## src/rtl/serial_frame_rx.sv

```systemverilog
// Strobe-framed serial receiver: start bit, MSB-first data, stop bit,
// one-entry holding register with valid/ready handshake and dsr flow control.
module serial_frame_rx #(
    parameter int BIT_PERIOD = 106,
    parameter int DATA_BITS  = 8
) (
    input  logic                 clock,
    input  logic                 reset,
    input  logic                 ser_in,
    output logic                 dsr,
    output logic [DATA_BITS-1:0] rx_data,
    output logic                 rx_valid,
    input  logic                 rx_ready,
    output logic                 busy,
    output logic                 frame_err,
    output logic                 overrun
);

    // Timer holds 1..BIT_PERIOD, so it needs room for BIT_PERIOD itself
    localparam int TW = $clog2(BIT_PERIOD + 1);
    localparam int BW = (DATA_BITS > 1) ? $clog2(DATA_BITS) : 1;
    localparam logic [TW-1:0] TMAX  = TW'(BIT_PERIOD);
    localparam logic [TW-1:0] TONE  = TW'(1);
    localparam logic [BW-1:0] BLAST = BW'(DATA_BITS - 1);
    localparam logic [BW-1:0] BONE  = BW'(1);

    typedef enum logic [1:0] {
        S_IDLE,
        S_DATA,
        S_STOP
    } state_t;

    state_t                r_state;
    state_t                w_next;
    logic [TW-1:0]         r_timer;
    logic [BW-1:0]         r_bidx;
    logic [DATA_BITS-1:0]  r_shift;
    logic [DATA_BITS-1:0]  r_data;
    logic                  r_valid;
    logic                  r_busy;
    logic                  r_ferr;
    logic                  r_ovr;

    logic                  w_strobe;
    logic                  w_bit;
    logic                  w_stop;
    logic                  w_full;
    logic                  w_load;
    logic                  w_ovr;
    logic                  w_ferr;

    always_ff @(posedge clock) begin
        if (reset) begin
            r_state <= S_IDLE;
        end else begin
            r_state <= w_next;
        end
    end

    always_comb begin
        w_next = r_state;
        unique case (r_state)
            S_IDLE: begin
                if (!ser_in) begin
                    w_next = S_DATA;
                end
            end
            S_DATA: begin
                if (w_bit && (r_bidx == BLAST)) begin
                    w_next = S_STOP;
                end
            end
            S_STOP: begin
                if (w_strobe) begin
                    w_next = S_IDLE;
                end
            end
            default: w_next = S_IDLE;
        endcase
    end

    always_comb begin
        w_strobe = 1'b0;
        w_bit    = 1'b0;
        w_stop   = 1'b0;
        unique case (r_state)
            S_IDLE: begin
                w_strobe = 1'b0;
            end
            S_DATA: begin
                w_strobe = (r_timer == TMAX);
                w_bit    = w_strobe;
            end
            S_STOP: begin
                w_strobe = (r_timer == TMAX);
                w_stop   = w_strobe;
            end
            default: begin
                w_strobe = 1'b0;
            end
        endcase
    end

    // A consumer accepting in the stop cycle frees the slot for the new byte
    assign w_full = r_valid && !rx_ready;
    assign w_load = w_stop && ser_in && !w_full;
    assign w_ovr  = w_stop && ser_in && w_full;
    assign w_ferr = w_stop && !ser_in;

    always_ff @(posedge clock) begin
        if (reset) begin
            r_timer <= TONE;
            r_bidx  <= '0;
            r_shift <= '0;
            r_data  <= '0;
            r_valid <= 1'b0;
            r_busy  <= 1'b0;
            r_ferr  <= 1'b0;
            r_ovr   <= 1'b0;
        end else begin
            r_busy <= (w_next != S_IDLE);
            r_ferr <= w_ferr;
            r_ovr  <= w_ovr;

            if ((r_state == S_IDLE) || w_strobe) begin
                r_timer <= TONE;
            end else begin
                r_timer <= r_timer + TONE;
            end

            if (r_state == S_IDLE) begin
                r_bidx <= '0;
            end else if (w_bit && (r_bidx != BLAST)) begin
                r_bidx <= r_bidx + BONE;
            end

            if (w_bit) begin
                r_shift[BLAST - r_bidx] <= ser_in;
            end

            if (w_load) begin
                r_data  <= r_shift;
                r_valid <= 1'b1;
            end else if (rx_ready) begin
                r_valid <= 1'b0;
            end
        end
    end

    assign rx_data   = r_data;
    assign rx_valid  = r_valid;
    assign dsr       = ~r_valid;
    assign busy      = r_busy;
    assign frame_err = r_ferr;
    assign overrun   = r_ovr;

endmodule
```

## config.mk

```make
export PLATFORM = sky130hd
export DESIGN_NAME = serial_frame_rx
export DESIGN_NICKNAME = d
export VERILOG_FILES = /design/src/rtl/serial_frame_rx.sv
export SDC_FILE = /design/constraint.sdc
export NUM_CORES = 1
export LEC_CHECK = 0
export CORE_AREA = 2 2 65 49
export DETAILED_ROUTE_END_ITERATION = 10
export DIE_AREA = 0 0 67 51
export PLACE_DENSITY = 0.86
export RECOVER_POWER = 25
export SETUP_SLACK_MARGIN = 0.4
export SLEW_MARGIN = 10
export SYNTH_ARGS = -nofsm -noshare
export SYNTH_HDL_FRONTEND = slang
export SYNTH_SLANG_ARGS = --single-unit
```

## constraint.sdc

```tcl
create_clock -name clock -period 4.35 [get_ports clock]
set_input_delay 0.435 -clock clock [delete_from_list [all_inputs] [get_ports clock]]
set_output_delay 0.435 -clock clock [all_outputs]
set_load 0.05 [all_outputs]
```

==> impl_metrics.env, run 1 <==
export IMPL_routed_wirelength_mm=2.680
export IMPL_r2r_slack_ns=1.72
export IMPL_ant_nets=0
export IMPL_cts_hold_buf=0
export IMPL_grt_pass1_vias=1028
export IMPL_drtIter0Drc=65
export IMPL_dr_total_vias=1075
export IMPL_fp_dieW_um=67
export IMPL_finalSetupViolations=0
export IMPL_clock_path_buffers=2
export IMPL_finalSetupTns_ns=0
export IMPL_cts_tree="yes"
export IMPL_start_kind="flip-flop"
export IMPL_coreArea_um2=2893
export IMPL_synth_top_area_share_pct=43.54
export IMPL_final_nets=181
export IMPL_outcome="finished, final reports clean"
export IMPL_die_area_um2=3417
export IMPL_rr_startpoint="r_timer[0]"
export IMPL_wl_per_cell_um=12.88
export IMPL_placementRows=17
export IMPL_synth_area_leaders="dfxtp_1, mux2i_1, ha_1"
export IMPL_synth_xor_area_share_pct=3.571
export IMPL_n_antenna_cell=0
export IMPL_finalCritPeriodShare_pct=60.39
export IMPL_synth_warnings=0
export IMPL_worstMarginPinSlew_ns=1.157
export IMPL_syn_nets=164
export IMPL_via_per_inst=5.168
export IMPL_clock_sinks=32
export IMPL_gp_congestion=0.8460
export IMPL_crit_fanout=13
export IMPL_min_from="r_shift[0]"
export IMPL_maxSlewHeadroom_pct=22.65
export IMPL_cts_clk_slew_worst_paths_ns=0.06
export IMPL_grt_pass1_wl_mm=4.643
export IMPL_fin_skew_ns=0.004564
export IMPL_synth_top_family_by_area="simple AND/OR/NAND/NOR gates"
export IMPL_overflow=0
export IMPL_hold_viol_final=0
export IMPL_synth_distinct_cells=34
export IMPL_die_y_um=51
export IMPL_start_util_pct=50.87
export IMPL_drv_slew=0
export IMPL_synth_simple_area_share_pct=27.13
export IMPL_hp_class="reg -> reg"
export IMPL_grt_util_all_layers_pct=18.37
export IMPL_syn_to_final_growth_pct=15.82
export IMPL_cts_setup_buffers=0
export IMPL_startpoint="r_timer[0]"
export IMPL_place_hpwl_mm=1.930
export IMPL_p_leak_nw=0.6118
export IMPL_avgSynthCellArea_um2=9.680
export IMPL_syn_cell_area_um2=1471
export IMPL_synthAdderAreaFrac_pct=6.803
export IMPL_fmax_mhz=380.7
export IMPL_cts_max_level=2
export IMPL_min_period_ns=2.627
export IMPL_grt_max_degree=22
export IMPL_whs_ns=0.4839
export IMPL_pwr_density_cell_nw_per_um2=327.0
export IMPL_synth_top_cell_by_area="dfxtp_1"
export IMPL_antenna_found_initial=0
export IMPL_cp_end_kind="flip-flop"
export IMPL_rsz0062_at_grt="false"
export IMPL_synth_compound_area_share_pct=3.997
export IMPL_cp_arrival_ns=2.77
export IMPL_irDropWorstVdd_mv=0.2183
export IMPL_portBuffers=16
export IMPL_synthMuxAreaShare_pct=11.56
export IMPL_critical_path_required_ns=4.49
export IMPL_drc=0
export IMPL_cts_buffers=5
export IMPL_worstSetupPathType="reg -> reg"
export IMPL_cts_root_buf="clkbuf_8"
export IMPL_io_pins=17
export IMPL_insertion_delay_ns=0.28
export IMPL_drive_gt1_share_pct=5.294
export IMPL_synth_cells=152
export IMPL_ys_ff_latch=32
export IMPL_ctsResizeCount=0
export IMPL_drv_cap=0
export IMPL_ys_seq_area_share_pct=43.54
export IMPL_first_pass_iters=4
## cell families (layout without fill, tap and decap cells)
family,Yosys count,after routing
simple gates,69,69
flops,32,32
mux,17,17
compound gates,10,10
buf+inv,10,28
fa+ha+maj,8,8
xor+xnor,6,6
## flip-flops by register name, indices dropped and copies added (netlist names)
signal / cells
r_bidx: 3
r_state: 2
overrun: 1
r_timer: 7
rx_data: 8
frame_err: 1
r_shift: 8
busy: 1
rx_valid: 1
## cell type report
class	instances	area (um2)
tap	38	47.55
clock buffer	8	90.09
fill	254	1189
sequential	32	640.6
multi-input combinational	110	750.7
timing repair buffer	16	160.2
inverter	4	15.01
## critical path: stages (launching register included)
cell and delay, ns:
dfxtp_1 0.32, inv_1 0.07, ha_1 0.18, nand4b_1 0.44, nor4b_2 1.13, mux2i_1 0.30
nor2_1 0.05
## report_power, final
part	leakage (nW)	internal, W	switching [W]
sequential	0.258	0.000297	0.00000249
clock	0.0455	0.000129	0.0000992
combinational	0.308	0.0000118	0.0000185
total	0.612	0.000437	0.000120
## layer usage
layer	wire length (um)	global-route usage, %
met1	1308	23.90
met2	1200	27.72
met3	116	5.286
met4	55	9.184
met5	0	0
## cell usage after synthesis
library cell  count
dfxtp_1          32
nor2_1           26
mux2i_1          17
nand2b_1         10
ha_1              8
nand2_1           7
and3_1            4
inv_1             4
nor4_1            4
xnor2_1           4
a21oi_1           3
clkbuf_1          3
nand3_1           3
o21ai_0           3
nor2b_1           2
nor3_1            2
or2_2             2
xor2_1            2
a31oi_1           1
and4b_1           1
buf_2             1
buf_4             1
buf_6             1
nand3b_1          1
nand4b_4          1
nor4b_1           1
nor4b_2           1
nor4b_4           1
o21bai_1          1
o22ai_1           1
o32ai_1           1
or2_1             1
or4_1             1
or4b_1            1
## placed cells by master (no fill, tap or decap), types with 2 or more instances in the layout
cell	n
nor4_1	4
nand3_1	3
xor2_1	2
o21ai_0	3
ha_1	8
nor2_1	26
clkbuf_8	6
nor2b_1	2
or2_2	2
inv_1	4
clkdlybuf4s50_1	15
nor4b_1	2
xnor2_1	4
dfxtp_1	32
a21oi_1	3
nand2b_1	10
mux2i_1	17
nand2_1	7
nor3_1	2
and3_1	4
clkbuf_1	2
## per-stage QoR
stage	instance area, um2	instances	setup WS [ns]	util [%]	power (W)
after floorplan	1471	152	2.745	-	0.0003263
after global placement	1650	200	1.740	57.05	0.0003339
after detailed placement	1650	200	1.625	57.05	0.0003362
after CTS	1740	208	1.911	60.16	0.0005625
after global routing	1704	208	1.486	58.91	0.0005781
final	1704	208	1.723	58.91	0.0005573
## final timing paths
kind | to | depth (start not counted)
worst max register to register | rx_data[0] | 6
worst min register to register | r_shift[0] | 2
worst max-delay path | rx_data[0] | 6
worst min-delay path | r_shift[0] | 2
Note: power is estimated with default switching activity, not from simulation.
==> run 2, diff against run 1 <==
--- a/config.mk
+++ b/config.mk
@@ -5,10 +5,10 @@
 export SDC_FILE = /design/constraint.sdc
 export NUM_CORES = 1
 export LEC_CHECK = 0
-export CORE_AREA = 2 2 65 49
+export CORE_AREA = 2 2 66 49
 export DETAILED_ROUTE_END_ITERATION = 10
-export DIE_AREA = 0 0 67 51
-export PLACE_DENSITY = 0.86
+export DIE_AREA = 0 0 68 51
+export PLACE_DENSITY = 0.85
 export RECOVER_POWER = 25
 export SETUP_SLACK_MARGIN = 0.4
 export SLEW_MARGIN = 10
==> constraint.sdc (replaced) <==
create_clock -name clock -period 2.6 [get_ports clock]
set_input_delay 0.26 -clock clock [delete_from_list [all_inputs] [get_ports clock]]
set_output_delay 0.26 -clock clock [all_outputs]
set_load 0.05 [all_outputs]
==> run 2 against run 1 <==
Clock skew rose by 0.0017 ns. Largest power group unchanged. First-iteration DRC count rose by 55%. Critical path depth rose by 1. Global-route usage fell by 0.27 points. Sequential power rose by 67%. Power rose by 61%. Hold slack got worse by 0.0049 ns. Final cell count rose by 0.48%. Worst setup slack got worse by 0.94 ns.
==> impl_metrics.env, run 2 (synthesis results as in run 1) <==
export IMPL_holdPathStages=2
export IMPL_whs_ns=0.4790
export IMPL_rsz0062_at_grt="false"
export IMPL_n_antenna_cell=0
export IMPL_overflow=0
export IMPL_cts_max_level=2
export IMPL_place_ws_ns=0.6760
export IMPL_place_hpwl_mm=2.001
export IMPL_hp_class="reg -> reg"
export IMPL_min_period_ns=1.820
export IMPL_gp_congestion=0.8442
export IMPL_timing_final_ws_setup_ns=0.7798
export IMPL_worstMarginPinSlew_ns=0.4994
export IMPL_worstSetupPathType="reg -> reg"
export IMPL_io_pins=17
export IMPL_rr_startpoint="r_timer[0]"
export IMPL_fin_skew_ns=0.006271
export IMPL_syn_to_final_growth_pct=18.45
export IMPL_cts_root_buf="clkbuf_8"
export IMPL_netSwitchingFraction_pct=22.30
export IMPL_internal_power_w=0.0006987
export IMPL_grt_pass1_wl_mm=4.554
export IMPL_reg2reg_depth=7
export IMPL_irDropWorstVdd_mv=0.2554
export IMPL_seqPwrFrac_pct=55.7
export IMPL_cp_end_kind="flip-flop"
export IMPL_fin_util_pct=59.38
export IMPL_power_switching_w=0.0002005
export IMPL_drive_gt1_share_pct=8.187
export IMPL_maxSlewHeadroom_pct=66.60
export IMPL_die_y_um=51
export IMPL_cts_clk_slew_worst_paths_ns=0.06
export IMPL_hold_path_endpoint="r_shift[0]"
export IMPL_final_nets=183
export IMPL_cts_setup_buffers=0
export IMPL_cts_tree="yes"
export IMPL_comb_power_share_pct=5.8
export IMPL_wl_per_cell_um=13.05
export IMPL_fmax_mhz=549.4
export IMPL_p_clk_share_pct=38.5
export IMPL_outcome="finished, final reports clean"
export IMPL_hold_viol_final=0
export IMPL_via_per_inst=5.325
export IMPL_coreArea_um2=2935
export IMPL_clock_path_buffers=2
export IMPL_placementRows=17
export IMPL_critical_path_required_ns=2.77
export IMPL_post_dp_cell_area_um2=1665
export IMPL_grt_pass1_vias=1068
export IMPL_cts_hold_buf=0
export IMPL_finalSetupTns_ns=0
export IMPL_drc=0
export IMPL_min_from="r_shift[0]"
export IMPL_pwr_density_cell_nw_per_um2=515.9
export IMPL_grt_util_all_layers_pct=18.10
export IMPL_drtIter0Drc=101
export IMPL_grt_max_degree=21
export IMPL_fp_dieW_um=68
export IMPL_r2r_end="rx_data[6]"
export IMPL_ant_nets=0
export IMPL_drv_slew=0
export IMPL_portBuffers=16
export IMPL_drv_cap=0
export IMPL_routed_wirelength_mm=2.728
export IMPL_start_kind="flip-flop"
export IMPL_cp_arrival_ns=1.99
export IMPL_finalSetupViolations=0
export IMPL_antenna_found_initial=0
export IMPL_ctsResizeCount=0
export IMPL_first_pass_iters=4
export IMPL_cts_buffers=5
export IMPL_clock_sinks=32
export IMPL_p_leak_nw=0.6666
export IMPL_dr_total_vias=1113
export IMPL_final_cell_mix="dfxtp_1, nor2_1, mux2i_1"
export IMPL_r2r_slack_ns=0.78
export IMPL_die_area_um2=3468
export IMPL_insertion_delay_ns=0.28
export IMPL_layout_commonest_cell="dfxtp_1"
export IMPL_fin_area_um2=1743
export IMPL_crit_fanout=13
export IMPL_start_util_pct=50.13
export IMPL_finalCritPeriodShare_pct=70.01
-- run 2: final cells by class --
type | count | area (um2)
flip-flops and latches | 32 | 640.6
multi-input cells | 110 | 787.0
repair buffers | 18 | 175.2
inverters | 4 | 15.01
clock inverters | 1 | 5.005
clock buffers | 6 | 72.57
fillers | 240 | 1192
well taps | 38 | 47.55
-- run 2: stage by stage --
step	cells	total power [W]
2_1_floorplan	152	0.0005459
6_report	209	0.0008992
5_1_grt	209	0.0009330
3_3_place_gp	202	0.0005595
4_1_cts	209	0.0009104
3_5_place_dp	202	0.0005630
-- run 2: metal layers --
metal / up-vias / track usage (%) / share of wire [%]
met5: - / 0 / 0
li1: 557 / - / -
met3: 5 / 7.489 / 5.1
met1: 527 / 21.60 / 48
met2: 24 / 28.64 / 45
met4: 0 / 7.333 / 2.0
-- run 2: power groups by stage --
stage          Sequential, W  Clock, W  Combinational, W
2_1_floorplan       0.000516         0         0.0000298
5_1_grt             0.000501  0.000375         0.0000572
3_3_place_gp        0.000511         0         0.0000488
3_5_place_dp        0.000511         0         0.0000518
4_1_cts             0.000500  0.000357         0.0000525
6_report            0.000500  0.000347         0.0000521
-- run 2: worst max-delay path: stages (launching register included) --
cell	delay, ns
dfxtp_1	0.33
inv_1	0.08
ha_1	0.23
nand4b_4	0.24
nor4b_2	0.32
buf_4	0.22
mux2i_1	0.22
nor2_1	0.06
-- run 2: worst max-delay path by stage --
stage            endpoint  startpoint  slack, ns  cells past startpoint
2_1_floorplan  r_timer[0]  r_state[1]       0.99                      5
3_3_place_gp   rx_data[6]      ser_in       0.73                      6
3_5_place_dp   rx_data[6]      ser_in       0.68                      6
4_1_cts        rx_data[6]  r_timer[0]       0.78                      7
5_1_grt        rx_data[2]  r_timer[0]       0.67                      7
6_report       rx_data[6]  r_timer[0]       0.78                      7
